## config.mk

```make
export PLATFORM = sky130hd
export DESIGN_NAME = dit_result_serializer
export DESIGN_NICKNAME = d
export VERILOG_FILES = /design/src/rtl/dit_result_serializer.sv
export SDC_FILE = /design/constraint.sdc
export NUM_CORES = 1
export LEC_CHECK = 0
export BUFFER_PORTS_ARGS = -buffer_cell sky130_fd_sc_hd__buf_4
export CELL_PAD_IN_SITES_DETAIL_PLACEMENT = 0
export CELL_PAD_IN_SITES_GLOBAL_PLACEMENT = 1
export CORE_MARGIN = 10
export CORE_UTILIZATION = 40
export CTS_BUF_LIST = sky130_fd_sc_hd__clkbuf_16
export DETAILED_ROUTE_END_ITERATION = 10
export GPL_TIMING_DRIVEN = 0
export PLACE_DENSITY = 0.82
export SLEW_MARGIN = 20
export SYNTH_ARGS = -nofsm -noshare
export SYNTH_HDL_FRONTEND = slang
export SYNTH_SLANG_ARGS = --single-unit
```

## constraint.sdc

```tcl
create_clock -name clk -period 26.2 [get_ports clk]
set_input_delay 5.24 -clock clk [delete_from_list [all_inputs] [get_ports clk]]
set_output_delay 5.24 -clock clk [all_outputs]
set_load 0.03 [all_outputs]
```

## src/rtl/dit_result_serializer.sv

```systemverilog
// Captures the 16 dit result words on done1 and streams them out over valid/ready, word 0 first.
// Optional: define FFT_SER_OVF_EN to add the sticky ovf flag and a 4-bit saturating drop counter.
module dit_result_serializer #(
  parameter int DATA_W     = 17,
  parameter int GAP_CYCLES = 0
) (
  input  logic              clk,
  input  logic              reset,
  input  logic              done1,
  input  logic [DATA_W-1:0] a2,
  input  logic [DATA_W-1:0] b2,
  input  logic [DATA_W-1:0] c2,
  input  logic [DATA_W-1:0] d2,
  input  logic [DATA_W-1:0] e2,
  input  logic [DATA_W-1:0] f2,
  input  logic [DATA_W-1:0] g2,
  input  logic [DATA_W-1:0] h2,
  input  logic [DATA_W-1:0] i2,
  input  logic [DATA_W-1:0] j2,
  input  logic [DATA_W-1:0] k2,
  input  logic [DATA_W-1:0] l2,
  input  logic [DATA_W-1:0] m2,
  input  logic [DATA_W-1:0] n2,
  input  logic [DATA_W-1:0] o2,
  input  logic [DATA_W-1:0] p2,
  output logic [DATA_W-1:0] out_data,
  output logic [3:0]        out_index,
  output logic              out_valid,
  input  logic              out_ready,
  output logic              out_last,
  output logic              busy,
  output logic              ovf
);

  typedef enum logic [1:0] {IDLE, SEND, GAP} state_t;

  localparam logic       GAP_EN   = (GAP_CYCLES != 0);
  localparam logic [3:0] GAP_LOAD = 4'((GAP_CYCLES == 0) ? 0 : GAP_CYCLES - 1);

  state_t            state_q;
  logic [DATA_W-1:0] out_data_q;
  logic [3:0]        out_index_q;
  logic              out_valid_q;
  logic              out_last_q;
  logic [3:0]        gap_cnt_q;

  logic [DATA_W-1:0] in_words [16];
  logic [DATA_W-1:0] frame_q  [16];

  logic accept;
  logic last_accept;
  logic capture;

  assign in_words[0]  = a2;
  assign in_words[1]  = b2;
  assign in_words[2]  = c2;
  assign in_words[3]  = d2;
  assign in_words[4]  = e2;
  assign in_words[5]  = f2;
  assign in_words[6]  = g2;
  assign in_words[7]  = h2;
  assign in_words[8]  = i2;
  assign in_words[9]  = j2;
  assign in_words[10] = k2;
  assign in_words[11] = l2;
  assign in_words[12] = m2;
  assign in_words[13] = n2;
  assign in_words[14] = o2;
  assign in_words[15] = p2;

  assign accept      = out_valid_q && out_ready;
  assign last_accept = (state_q == SEND) && accept && out_last_q;
  // With no gap, the final accept frees the frame register in the same cycle.
  assign busy        = (state_q != IDLE) && !(last_accept && !GAP_EN);
  assign capture     = done1 && !busy && !reset;

  generate
    for (genvar gi = 0; gi < 16; gi++) begin : g_frame
      always_ff @(posedge clk) begin
        if (capture) begin
          frame_q[gi] <= in_words[gi];
        end
      end
    end
  endgenerate

  always_ff @(posedge clk) begin
    if (reset) begin
      state_q     <= IDLE;
      out_data_q  <= '0;
      out_index_q <= '0;
      out_valid_q <= 1'b0;
      out_last_q  <= 1'b0;
      gap_cnt_q   <= '0;
    end else begin
      case (state_q)
        IDLE: begin
          if (done1) begin
            state_q     <= SEND;
            out_data_q  <= a2;
            out_index_q <= 4'd0;
            out_valid_q <= 1'b1;
            out_last_q  <= 1'b0;
          end
        end
        SEND: begin
          if (accept) begin
            if (out_last_q) begin
              out_index_q <= 4'd0;
              out_last_q  <= 1'b0;
              if (GAP_EN) begin
                state_q     <= GAP;
                out_valid_q <= 1'b0;
                gap_cnt_q   <= GAP_LOAD;
              end else if (done1) begin
                out_data_q  <= a2;
                out_valid_q <= 1'b1;
              end else begin
                state_q     <= IDLE;
                out_valid_q <= 1'b0;
              end
            end else begin
              out_index_q <= out_index_q + 4'd1;
              out_data_q  <= frame_q[out_index_q + 4'd1];
              out_last_q  <= (out_index_q == 4'd14);
            end
          end
        end
        GAP: begin
          if (gap_cnt_q == 4'd0) begin
            state_q <= IDLE;
          end else begin
            gap_cnt_q <= gap_cnt_q - 4'd1;
          end
        end
        default: state_q <= IDLE;
      endcase
    end
  end

  assign out_data  = out_data_q;
  assign out_index = out_index_q;
  assign out_valid = out_valid_q;
  assign out_last  = out_last_q;

`ifdef FFT_SER_OVF_EN
  logic       ovf_q;
  logic [3:0] drop_cnt_q;

  always_ff @(posedge clk) begin
    if (reset) begin
      ovf_q      <= 1'b0;
      drop_cnt_q <= '0;
    end else if (done1 && busy) begin
      ovf_q <= 1'b1;
      if (drop_cnt_q != 4'd15) begin
        drop_cnt_q <= drop_cnt_q + 4'd1;
      end
    end
  end

  assign ovf = ovf_q;
`else
  assign ovf = 1'b0;
`endif

endmodule

```

* Word-level counts from Yosys, hierarchy flattened
Memory sizes are Yosys's and may differ from the RTL's.
Cells that the tools add are included.
** Word-level totals
- Bits in registers :: 29
- Memory bits (writable) :: 272
- Input port bits :: 276
- Word-level logic and storage cells :: 61
- Memories kept :: 1
** Memories
- frame_q :: depth 16, width 17, read ports 1, clocked after memory_dff 0, write ports 16, RTL line 48 : logic [DATA_W-1:0] frame_q [16];
** Operators by class
- Add/sub/neg operators :: 2
- Eq/ne operators :: 8
- Muxes and demuxes :: 25
- Bitwise gates (word level) :: 1
- Reduce and logical (&&, ||, !) cells :: 18
** Operator list (number)
- 2-to-1 mux 17 bit :: 3
- one-hot mux 17 bit (2 select lines) :: 1
- 2-to-1 mux 4 bit :: 3
- 2-to-1 mux 2 bit :: 5
- inequality test 2 bit, second input constant :: 5
- 2-to-1 mux 1 bit :: 9
- one-hot mux 4 bit (2 select lines) :: 1
- logical AND 1 bit :: 6
- one-hot mux 2 bit (3 select lines) :: 1
- AND reduction 5 bit :: 1
- adder 4 x 1 -> 4 bit, second input constant :: 1
- == test 4 bit, second input constant :: 1
- logical NOT 4 bit :: 1
- one-hot mux 1 bit (2 select lines) :: 2
- AND reduction 2 bit :: 2
- AND reduction 4 bit :: 1
- nonzero test 2 bit :: 2
- subtractor 4 x 1 -> 4 bit, second input constant :: 1
- logical NOT 1 bit :: 3
- AND reduction 3 bit :: 1
- == test 2 x 1 -> 1 bit, second input constant :: 1
- == test 2 bit, second input constant :: 1
- logical NOT 2 bit :: 1
- NOT 1 bit :: 1

* Depth between registers and ports, before layout
- Depth in word-level cells :: 10
- Mapped depth :: 13
- Gate-level depth less buffers :: 6

* Worst setup path before layout
Ideal clock, no wire load.
- Path type :: input to register
- Start point :: input done1
- End point :: memory frame_q[0][0], enable pin
- Library setup time :: 1.240 ns
- Arrival time :: 24.213 ns
- Required time :: 24.960 ns
- Setup slack :: 0.747 ns
- Stages :: 4
- Buffers on the path :: 2
- Cell sequence :: clkbuf_1 -> clkbuf_1 -> inv_1 -> nor3_1
** RTL lines
- start: declaration :: RTL line 9 : input logic done1,
- end: declaration :: RTL line 48

* Worst setup path in the final report
- Start point :: input out_ready
- End point :: output busy
** Between the ends
- Cells in the longest elaborated chain, start to end :: 5
** RTL lines
- start: declaration :: RTL line 29 : input logic out_ready,
- logical AND 1 bit :: RTL line 71 : assign accept = out_valid_q && out_ready;
- logical AND 1 bit (2 in series) :: RTL line 72 : assign last_accept = (state_q == SEND) && accept && out_last_q;
- logical NOT 1 bit :: RTL line 74 : assign busy = (state_q != IDLE) && !(last_accept && !GAP_EN);
- logical AND 1 bit :: RTL line 74
- end: declaration :: RTL line 31 : output logic busy,
No other way between the ends.

==> results.ini <==
[finish]
n_fill_cell = 2589
drive_above_1_share_pct = 42.7
ff_latch_area_sq_mm = 0.00865
layout_commonest_cell = sky130_fd_sc_hd__buf_4
finalCoreUtilization_pct = 53.5
final_cell_mix = 328 x sky130_fd_sc_hd__buf_4, 272 x sky130_fd_sc_hd__edfxtp_1, 64 x sky130_fd_sc_hd__nor3b_1
finish.net_count = 1405
post_layout_nonfiller_instances = 1554
multi_input_gate_area_sq_mm = 0.00370
areaGrowthSynthToFinish_pct = 32.3

[status]
run_status = finished clean

[clock_network]
postCtsSetupBuffers = 0
post_cts_resize_count = 0
cts_tree = yes
worstSkewPairLatency_ps = 520
numCtsBuffers = 35
clock-root-buffer = sky130_fd_sc_hd__clkbuf_16
cts.clk_slew.worst_paths_ps = 60
ctsHtreeMaxLevel = 2
max-clock-path-buffers = 3
clkSinkCount = 296
ctsHoldBuffers = 0

[routing]
route.detailed.vias_per_inst = 5.35
route.detailed.drc = 0
wl_per_cell_microns = 25.3
starting_drt_drc_count = 611
routed_wl_microns = 39200
vias = 8310
antenna_violating_nets_post_route = 0
drtPass1Iterations = 5

[power]
max-vdd-ir-drop_mv = 0.0588
cellPowerDensity_mw_per_mm2 = 67.9
leakage_nw = 6.32
total_power_mw = 1.14

[timing]
fin_crit_ps = 11400
tightestPinTransition_ps = 756
timing.final.ws_setup_ps = 14800
finalHoldViolations = 0
slew_viol_final = 0
setup_violations = 0
setup_total_negative_slack_ps = 0
final.setup_skew_ps = 12.6
layout_worst_path_cycle_share_pct = 43.5
slew_headroom_pct = 49.4
rsz0062_at_grt = no
max_clock_freq_mhz = 87.7

[logic_synthesis]
largest_family_of_logic_cells_by_synthesized_area = multiplexers
yosys.area_share.adder_pct = 0.393
seq_area_frac_synth_pct = 68.0
synthesis.area_sq_mm = 0.0127
ys_warn_count = 0
number_of_different_library_cells_in_the_post_synthesis_netlist = 44
synth_async_sr_flop_share_pct = 0
ys.flop_type = sky130_fd_sc_hd__edfxtp_1
synthesis.area_per_instance_sq_um = 16.7
postSynthRegisterBits = 296
synth_simple_gate_area_share_pct = 9.40
synth_nets = 1040
synth_enable_flop_cells = 272
syn-instance-count = 760
synth_xor_area_share_pct = 0.285
synth.area.mux_share_pct = 13.4
compound_cell_area_share_of_the_yosys_netlist_pct = 5.56

[place]
placement.io_buffers = 299
number_of_placed_instances_with_taps_included = 1490
gp_congestion = 0.873
dp_hpwl_microns = 30700
place_ws_ps = 14800

[run]
maxCapViolations = 0

[floorplanning]
die_area_sq_mm = 0.0393
ioPinCount = 301
floorplan.die.height_microns = 198
core-area_sq_mm = 0.0315
initial_core_util_pct = 40.4
fp.dieW_microns = 198
row_count = 65

[global_route]
global_route.overflow_total = 0
groute.usage.overall_pct = 19.8
grt_start_max_net_pins = 15
grt_pass1_wl_microns = 56900
grt_antenna_before_repair = 1
grt_pass1_vias = 8828

[setup_path]
timing.critical_path.to_type = output pin
crit_fanout = 5
worstRegToRegCells = 13
critical_path_required_ps = 20960
cp.arrival_ps = 6160
timing.critical_path.from_type = input port
path_type_of_the_worst_setup_path = input port to output pin

[hold_path]
worst_hold_path.num_cells = 2
hold_path_class = flop to flop

==> cells by family after synthesis <==
logic type,after synthesis
compound gates,84
xor+xnor,2
fa+ha+maj,4
buf+inv,68
flops,296
mux,118
other cells,1
simple gates,187
==> power breakdown <==
group          internal (mW)  total [mW]  switching, mW
clock                  0.276       0.468          0.192
sequential             0.544       0.554         0.0101
combinational         0.0575       0.120         0.0628
total                  0.878        1.14          0.265
==> worst max-delay path, stage by stage <==
cell                      delay, ps
sky130_fd_sc_hd__buf_4          120
sky130_fd_sc_hd__and2_1         220
sky130_fd_sc_hd__a21oi_1        330
sky130_fd_sc_hd__buf_4          250
==> cell type report <==
| cell class | count | share of cell area [%] |
|---|---|---|
| diodes | 2 | 0.0297 |
| plain buffers | 65 | 2.19 |
| clock buffers | 37 | 5.50 |
| clock inverters | 25 | 1.09 |
| inverters | 3 | 0.0669 |
| multi-input cells | 396 | 22.0 |
| flip-flops and latches | 296 | 51.4 |
| well taps | 402 | 2.99 |
| repair buffers | 328 | 14.8 |
==> final timing paths <==
kind | from | end | slack [ps]
worst min register to register | out_data[3] | out_data[3] | 520
worst max-delay path | out_ready | busy | 14800
worst min-delay path | out_data[3] | out_data[3] | 520
worst max register to register | out_index[0] | out_data[4] | 22150
==> metal layers <==
metal | up-vias | track usage [%] | wire length (microns)
li1 | 3822 | - | -
met1 | 4052 | 24.8 | 15800
met2 | 378 | 31.9 | 18800
met3 | 58 | 6.31 | 3690
met4 | 0 | 6.18 | 1020
met5 | - | 0 | 0
==> flip-flops by register name, indices dropped and copies added (netlist names) <==
register and count:
out_last 1, out_data 17, out_valid 1, state_q 1, out_index 4, frame_q 272
==> Yosys cell counts (all sizes together) (17+ instances only) <==
master / number / area share [%]
edfxtp: 272 / 64
nor3b: 64 / 3.8
mux2i: 49 / 3.9
buf: 37 / 2.1
mux4: 36 / 6.6
nor3: 35 / 1.4
nand3b: 34 / 2.0
mux2: 33 / 2.9
clkbuf: 28 / 0.84
a21oi: 27 / 1.1
dfxtp: 24 / 3.8
nand2: 19 / 0.56
a2bb2oi: 17 / 1.2
nand4: 17 / 0.84
==> per-stage QoR <==
step | cell area (sq um) | hold WS [ps]
2_1_floorplan | 12700 | 612
3_3_place_gp | 15500 | 502
3_5_place_dp | 15700 | 516
4_1_cts | 16800 | 521
5_1_grt | 16800 | 562
6_report | 16800 | 519
(Power assumes the default switching activity.)
